File: config.mk
export PLATFORM = sky130hd
export DESIGN_NAME = state_serializer
export DESIGN_NICKNAME = d
export VERILOG_FILES = /design/src/rtl/state_serializer_pkg.sv /design/src/rtl/state_serializer_reg.sv /design/src/rtl/state_serializer.sv
export SDC_FILE = /design/constraint.sdc
export NUM_CORES = 2
export LEC_CHECK = 0
export CORE_AREA = 4 4 657 659
export CTS_CLUSTER_DIAMETER = 200
export DETAILED_ROUTE_END_ITERATION = 16
export DIE_AREA = 0 0 661 663
export GPL_TIMING_DRIVEN = 0
export HOLD_SLACK_MARGIN = 0.05
export PLACE_DENSITY = 0.42
export SLEW_MARGIN = 20
export SYNTH_ARGS = -nofsm -noshare
export SYNTH_HDL_FRONTEND = slang
export SYNTH_SLANG_ARGS = --single-unit
File: constraint.sdc
create_clock -name clk -period 2 [get_ports clk]
set_input_delay 0.2 -clock clk [delete_from_list [all_inputs] [get_ports clk]]
set_output_delay 0.2 -clock clk [all_outputs]
set_load 0.1 [all_outputs]
File: src/rtl/state_serializer_pkg.sv
// Shared constants for the Keccak state serializer: state/lane widths,
// serializer defaults and the FSM state encoding.
package state_serializer_pkg;

  localparam int KECCAK_B      = 1600;
  localparam int KECCAK_LANE_W = 64;
  localparam int KECCAK_LANES  = KECCAK_B / KECCAK_LANE_W;

  localparam int SER_N_DEF     = KECCAK_B;
  localparam int SER_W_DEF     = KECCAK_LANE_W;
  localparam int SER_WORDS_DEF = SER_N_DEF / SER_W_DEF;

  typedef enum logic {
    ST_IDLE = 1'b0,
    ST_SEND = 1'b1
  } ser_state_t;

endpackage

File: src/rtl/state_serializer_reg.sv
// Generic n-bit register with load enable and asynchronous active-low clear.
module state_serializer_reg #(
  parameter int NB = 8
) (
  input  logic          clk,
  input  logic          rst,
  input  logic          i_en,
  input  logic [NB-1:0] i_d,
  output logic [NB-1:0] o_q
);

  logic [NB-1:0] r_q;

  always_ff @(posedge clk or negedge rst) begin
    if (!rst) begin
      r_q <= '0;
    end else if (i_en) begin
      r_q <= i_d;
    end
  end

  assign o_q = r_q;

endmodule

File: src/rtl/state_serializer.sv
// Unloads an N-bit parallel state as W-bit words, LSB word first, over a
// valid/ready stream with optional word-count truncation and abort.
module state_serializer
  import state_serializer_pkg::*;
#(
  parameter  int N     = SER_N_DEF,
  parameter  int W     = SER_W_DEF,
  localparam int WORDS = N / W,
  localparam int CW    = $clog2(WORDS + 1)
) (
  input  logic          clk,
  input  logic          rst,
  input  logic          abort,
  input  logic          load_valid,
  output logic          load_ready,
  input  logic [N-1:0]  load_data,
  input  logic [CW-1:0] num_words,
  output logic          out_valid,
  input  logic          out_ready,
  output logic [W-1:0]  out_data,
  output logic          out_last,
  output logic          busy,
  output ser_state_t    dbg_state
);

  // Handshakes: a transfer happens on a rising edge where valid and ready are
  // both high; out_valid never drops and out_data/out_last never change until
  // the word is taken (or abort/reset flushes it).

  ser_state_t    r_state;
  logic [CW-1:0] r_count;
  logic          r_last;
  logic [N-1:0]  r_buf;

  logic          w_out_fire;
  logic          w_last_fire;
  logic          w_load;
  logic [CW-1:0] w_eff;
  logic          w_buf_en;
  logic [N-1:0]  w_buf_d;

  assign w_out_fire  = (r_state == ST_SEND) & out_ready;
  assign w_last_fire = w_out_fire & r_last;
  assign load_ready  = rst & ~abort & ((r_state == ST_IDLE) | w_last_fire);
  assign w_load      = load_valid & load_ready;

  // Zero or oversize counts mean "the whole state".
  assign w_eff = ((num_words == '0) || (num_words > CW'(WORDS))) ? CW'(WORDS) : num_words;

  // Buffer is cleared whenever the unload ends so out_data reads 0 in IDLE.
  assign w_buf_en = abort | w_load | w_out_fire;

  always_comb begin
    w_buf_d = '0;
    if (abort) begin
      w_buf_d = '0;
    end else if (w_load) begin
      w_buf_d = load_data;
    end else if (w_last_fire) begin
      w_buf_d = '0;
    end else begin
      w_buf_d = {{W{1'b0}}, r_buf[N-1:W]};
    end
  end

  state_serializer_reg #(
    .NB (N)
  ) u_buf (
    .clk  (clk),
    .rst  (rst),
    .i_en (w_buf_en),
    .i_d  (w_buf_d),
    .o_q  (r_buf)
  );

  always_ff @(posedge clk or negedge rst) begin
    if (!rst) begin
      r_state <= ST_IDLE;
      r_count <= '0;
      r_last  <= 1'b0;
    end else if (abort) begin
      r_state <= ST_IDLE;
      r_count <= '0;
      r_last  <= 1'b0;
    end else if (w_load) begin
      r_state <= ST_SEND;
      r_count <= w_eff;
      r_last  <= (w_eff == CW'(1));
    end else if (w_out_fire) begin
      if (r_last) begin
        r_state <= ST_IDLE;
        r_count <= '0;
        r_last  <= 1'b0;
      end else begin
        r_count <= r_count - CW'(1);
        r_last  <= (r_count == CW'(2));
      end
    end
  end

  assign out_valid = (r_state == ST_SEND);
  assign busy      = out_valid;
  assign out_last  = r_last;
  assign out_data  = r_buf[W-1:0];
  assign dbg_state = r_state;

endmodule

==> impl_metrics.py <==
metrics = {
    "detailed_routing": {
        "wl_um": 500000,
        "num_vias": 76000,
        "vias_per_cell": 4.18,
        "drc_errors": 0,
        "firstDrtPassIters": 7,
        "drtAntennaViolNets": 0,
        "drt_iter0_drc": 3892,
        "routedWlPerCell_um": 27.5,
    },
    "critical_path": {
        "reg2regPathDepth": 10,
        "crit_type": "reg2reg",
        "cp_max_fo": 6,
        "cp_slowest_stage_delay_ns": 0.48,
        "crit_end": "u_buf.o_q[1020]$_DFFE_PN0P_",
        "crit_path_end_kind": "flip-flop",
        "startpoint_type": "flip-flop",
        "crit_slowest_cell": "dfrtp_4",
        "crit_path_frequent_cell": "buf_16",
        "rr_endpoint": "u_buf.o_q[1020]$_DFFE_PN0P_",
        "cp-startpoint": "out_last$_DFFE_PN0P_",
        "reg2reg_from": "out_last$_DFFE_PN0P_",
        "arrival_ns": 3.13,
        "crit_chain": "buf_8, nand2_8, a21o_4, buf_16, buf_16, buf_16, buf_16, buf_4, mux2i_1, o21ai_1",
        "critPathRequiredTime_ns": 2.77,
        "r2r_slack_ns": -0.35,
    },
    "global_route": {
        "grt_max_degree": 128,
        "grt_pass1_wl_um": 677000,
        "track_usage_pct": 22.1,
        "antenna_found_initial": 353,
        "overflow": 0,
        "grt_pass1_vias": 82000,
    },
    "clock_network": {
        "cts_root_buf": "clkbuf_16",
        "clkTransAtPathRegs_ns": 0.06,
        "cts_buffer_depth": 4,
        "cts_tree": "built",
        "numCtsBuffers": 211,
        "cts.htree.levels": 4,
        "clkLatencyLatePin_ns": 0.89,
        "numClockSinks": 1607,
    },
    "placed_design": {
        "io_buffers": 1678,
        "gp_congestion": 0.879,
        "place_inst": 16000,
        "place_hpwl_um": 406000,
    },
    "floorplanning": {
        "die_area_mm2": 0.438,
        "num_rows": 240,
        "initial_core_util_pct": 19.6,
        "ioPinCount": 1679,
        "fp.dieW_um": 661,
        "core_area_mm2": 0.426,
        "die_y_um": 663,
    },
    "sta": {
        "tns_ns": -384.49,
        "fin_skew_ns": 0.0419,
        "setup_viol": 1672,
        "hold_violations": 0,
        "slew_headroom_pct": 33.2,
        "fin_crit_ns": 2.35,
        "final.period_utilization_pct": 118,
        "worst_pin_slew_ns": 1.00,
        "rsz0062_at_grt": "true",
        "fmax_mhz": 425,
        "postLayoutSetupSlackWorst_ns": -0.354,
        "drv_slew": 0,
    },
    "min_path": {
        "min_from": "load_data[134]",
        "hold_path_class": "in2reg",
    },
    "yosys": {
        "synth-edff-count": 0,
        "synth.distinct_cells": 33,
        "syn_avg_cell_area_um2": 9.66,
        "yosysSeqAreaShare_pct": 48.2,
        "synthArstFlopShare_pct": 100,
        "ys_warn_count": 0,
        "ys_ff_latch": 1607,
        "synth_nets": 10200,
        "synthCells": 8637,
        "synthFlopType": "dfrtp_1",
        "syn_area_mm2": 0.0835,
    },
    "final_layout": {
        "nets": 13700,
        "areaGrowthSynthToFinish_pct": 64.2,
        "final_cells": 18200,
        "drive_gt1_share_pct": 12.1,
        "final-seq-area_mm2": 0.0402,
        "final_cell_mix": "clkdlybuf4s50_1 (1608), dfrtp_1 (1605), nand2_1 (1539)",
        "fillerInstances": 44700,
        "multiInputGateArea_mm2": 0.0412,
        "final_common_cell": "clkdlybuf4s50_1",
    },
    "pwr": {
        "leakage_nw": 64.1,
        "fin_total_pwr_mw": 89.2,
        "ir_drop_v": 0.000660,
        "powerDensity_mw_per_mm2": 650,
    },
    "status": {
        "status": "complete, but fails checks",
        "violations": "setup timing",
    },
    "flow_run": {
        "cap_viol_max_count": 0,
    },
}
[metal layers]
metal  track usage (%)  wire (um)
met2              44.5     280000
met5                 0        761
met4              7.75      21700
met1              22.1     175000
met3              4.04      23300
[synthesized netlist by cell type, drive strengths merged (2+ instances only)]
| master | n | area share, % |
|---|---|---|
| a21boi | 2 | 0.018 |
| dfrtp | 1607 | 48 |
| a22o | 65 | 0.68 |
| inv | 2 | 0.0090 |
| a21oi | 5 | 0.030 |
| nor2 | 7 | 0.031 |
| ha | 2 | 0.030 |
| nand3b | 3 | 0.027 |
| o21ai | 1543 | 9.3 |
| clkbuf | 290 | 1.4 |
| buf | 475 | 3.3 |
| and2 | 1536 | 12 |
| nand3 | 3 | 0.018 |
| nor3 | 4 | 0.024 |
| mux2i | 1539 | 18 |
| nor4 | 3 | 0.022 |
| nand2 | 1540 | 6.9 |
[cells by family (layout without fill, tap and decap cells)]
family,Yosys count,after routing,share of synthesized area (%)
muxes,1539,1539,18.5
adders and majority gates,2,2,0.0300
other,0,213,0
and+or+nand+nor,3101,3101,18.6
AOI/OAI and AO/OA,1620,1620,10.0
DFF,1607,1607,48.2
xor gates and xnor gates,1,1,0.0105
buffers and inverters,767,4399,4.67
[worst max-delay path, delay by kind of cell, from the launching register on]
kind	cells	cell delay, ns
AND/OR/NAND/NOR	1	0.06
flip-flops	1	0.48
buffers and inverters	6	1.06
AO/OA/AOI/OAI	2	0.26
multiplexers	1	0.20
[registers in the layout, summed over array words and instances (netlist names)]
name,count
out_last,1
u_buf.o_q,1600
r_count,5
busy,1
[timing repair]
item                                     CTS  global route
pin swaps                                  4             7
hold endpoints to repair                2107             0
gates resized for setup                 1156           461
setup buffers                             35            13
hold buffers                            1480             0
gates cloned                              19             4
endpoints found under the setup margin  1807          1803
[power by group]
group          switching, mW  total [mW]  internal [mW]  leakage (nW)
Combinational           7.67        15.6           7.94          38.3
Sequential             0.407        33.5           33.1          22.3
Clock                   16.7        40.0           23.3          3.49
Total                   24.8        89.2           64.4          64.1
[cell type report]
type                    count  area share, %
repair buffers           3249           24.6
multi-input cells        6263           30.1
clock buffers             318           4.55
well taps                5687           5.19
clock inverters            67          0.624
plain buffers             763           5.26
flip-flops and latches   1607           29.3
inverters                   2        0.00548
diodes                    213          0.389
[how the worst min path moves through the flow]
stage	slack, ns	end	cells past startpoint
after floorplan	-0.1	r_count[0]$_DFFE_PN0P_	0
after global placement	0.45	u_buf.o_q[361]$_DFFE_PN0P_	2
after detailed placement	0.12	u_buf.o_q[414]$_DFFE_PN0P_	1
after CTS	0.05	u_buf.o_q[378]$_DFFE_PN0P_	10
after global routing	0.06	u_buf.o_q[489]$_DFFE_PN0P_	3
final	0.12	u_buf.o_q[134]$_DFFE_PN0P_	3
[through the flow]
step	setup WS, ns	hold slack (ns)	util (%)	instance area [um^2]
6_report	-0.354	0.115	32.2	137000
5_1_grt	-0.453	0.0553	32.1	137000
4_1_cts	-0.421	0.0501	31.8	135000
3_5_place_dp	-3.34	0.116	25.5	109000
3_3_place_gp	-96.15	0.453	25.4	108000
2_1_floorplan	-0.0339	-0.0956	-	84300
Power figures use the tool's default switching activity.
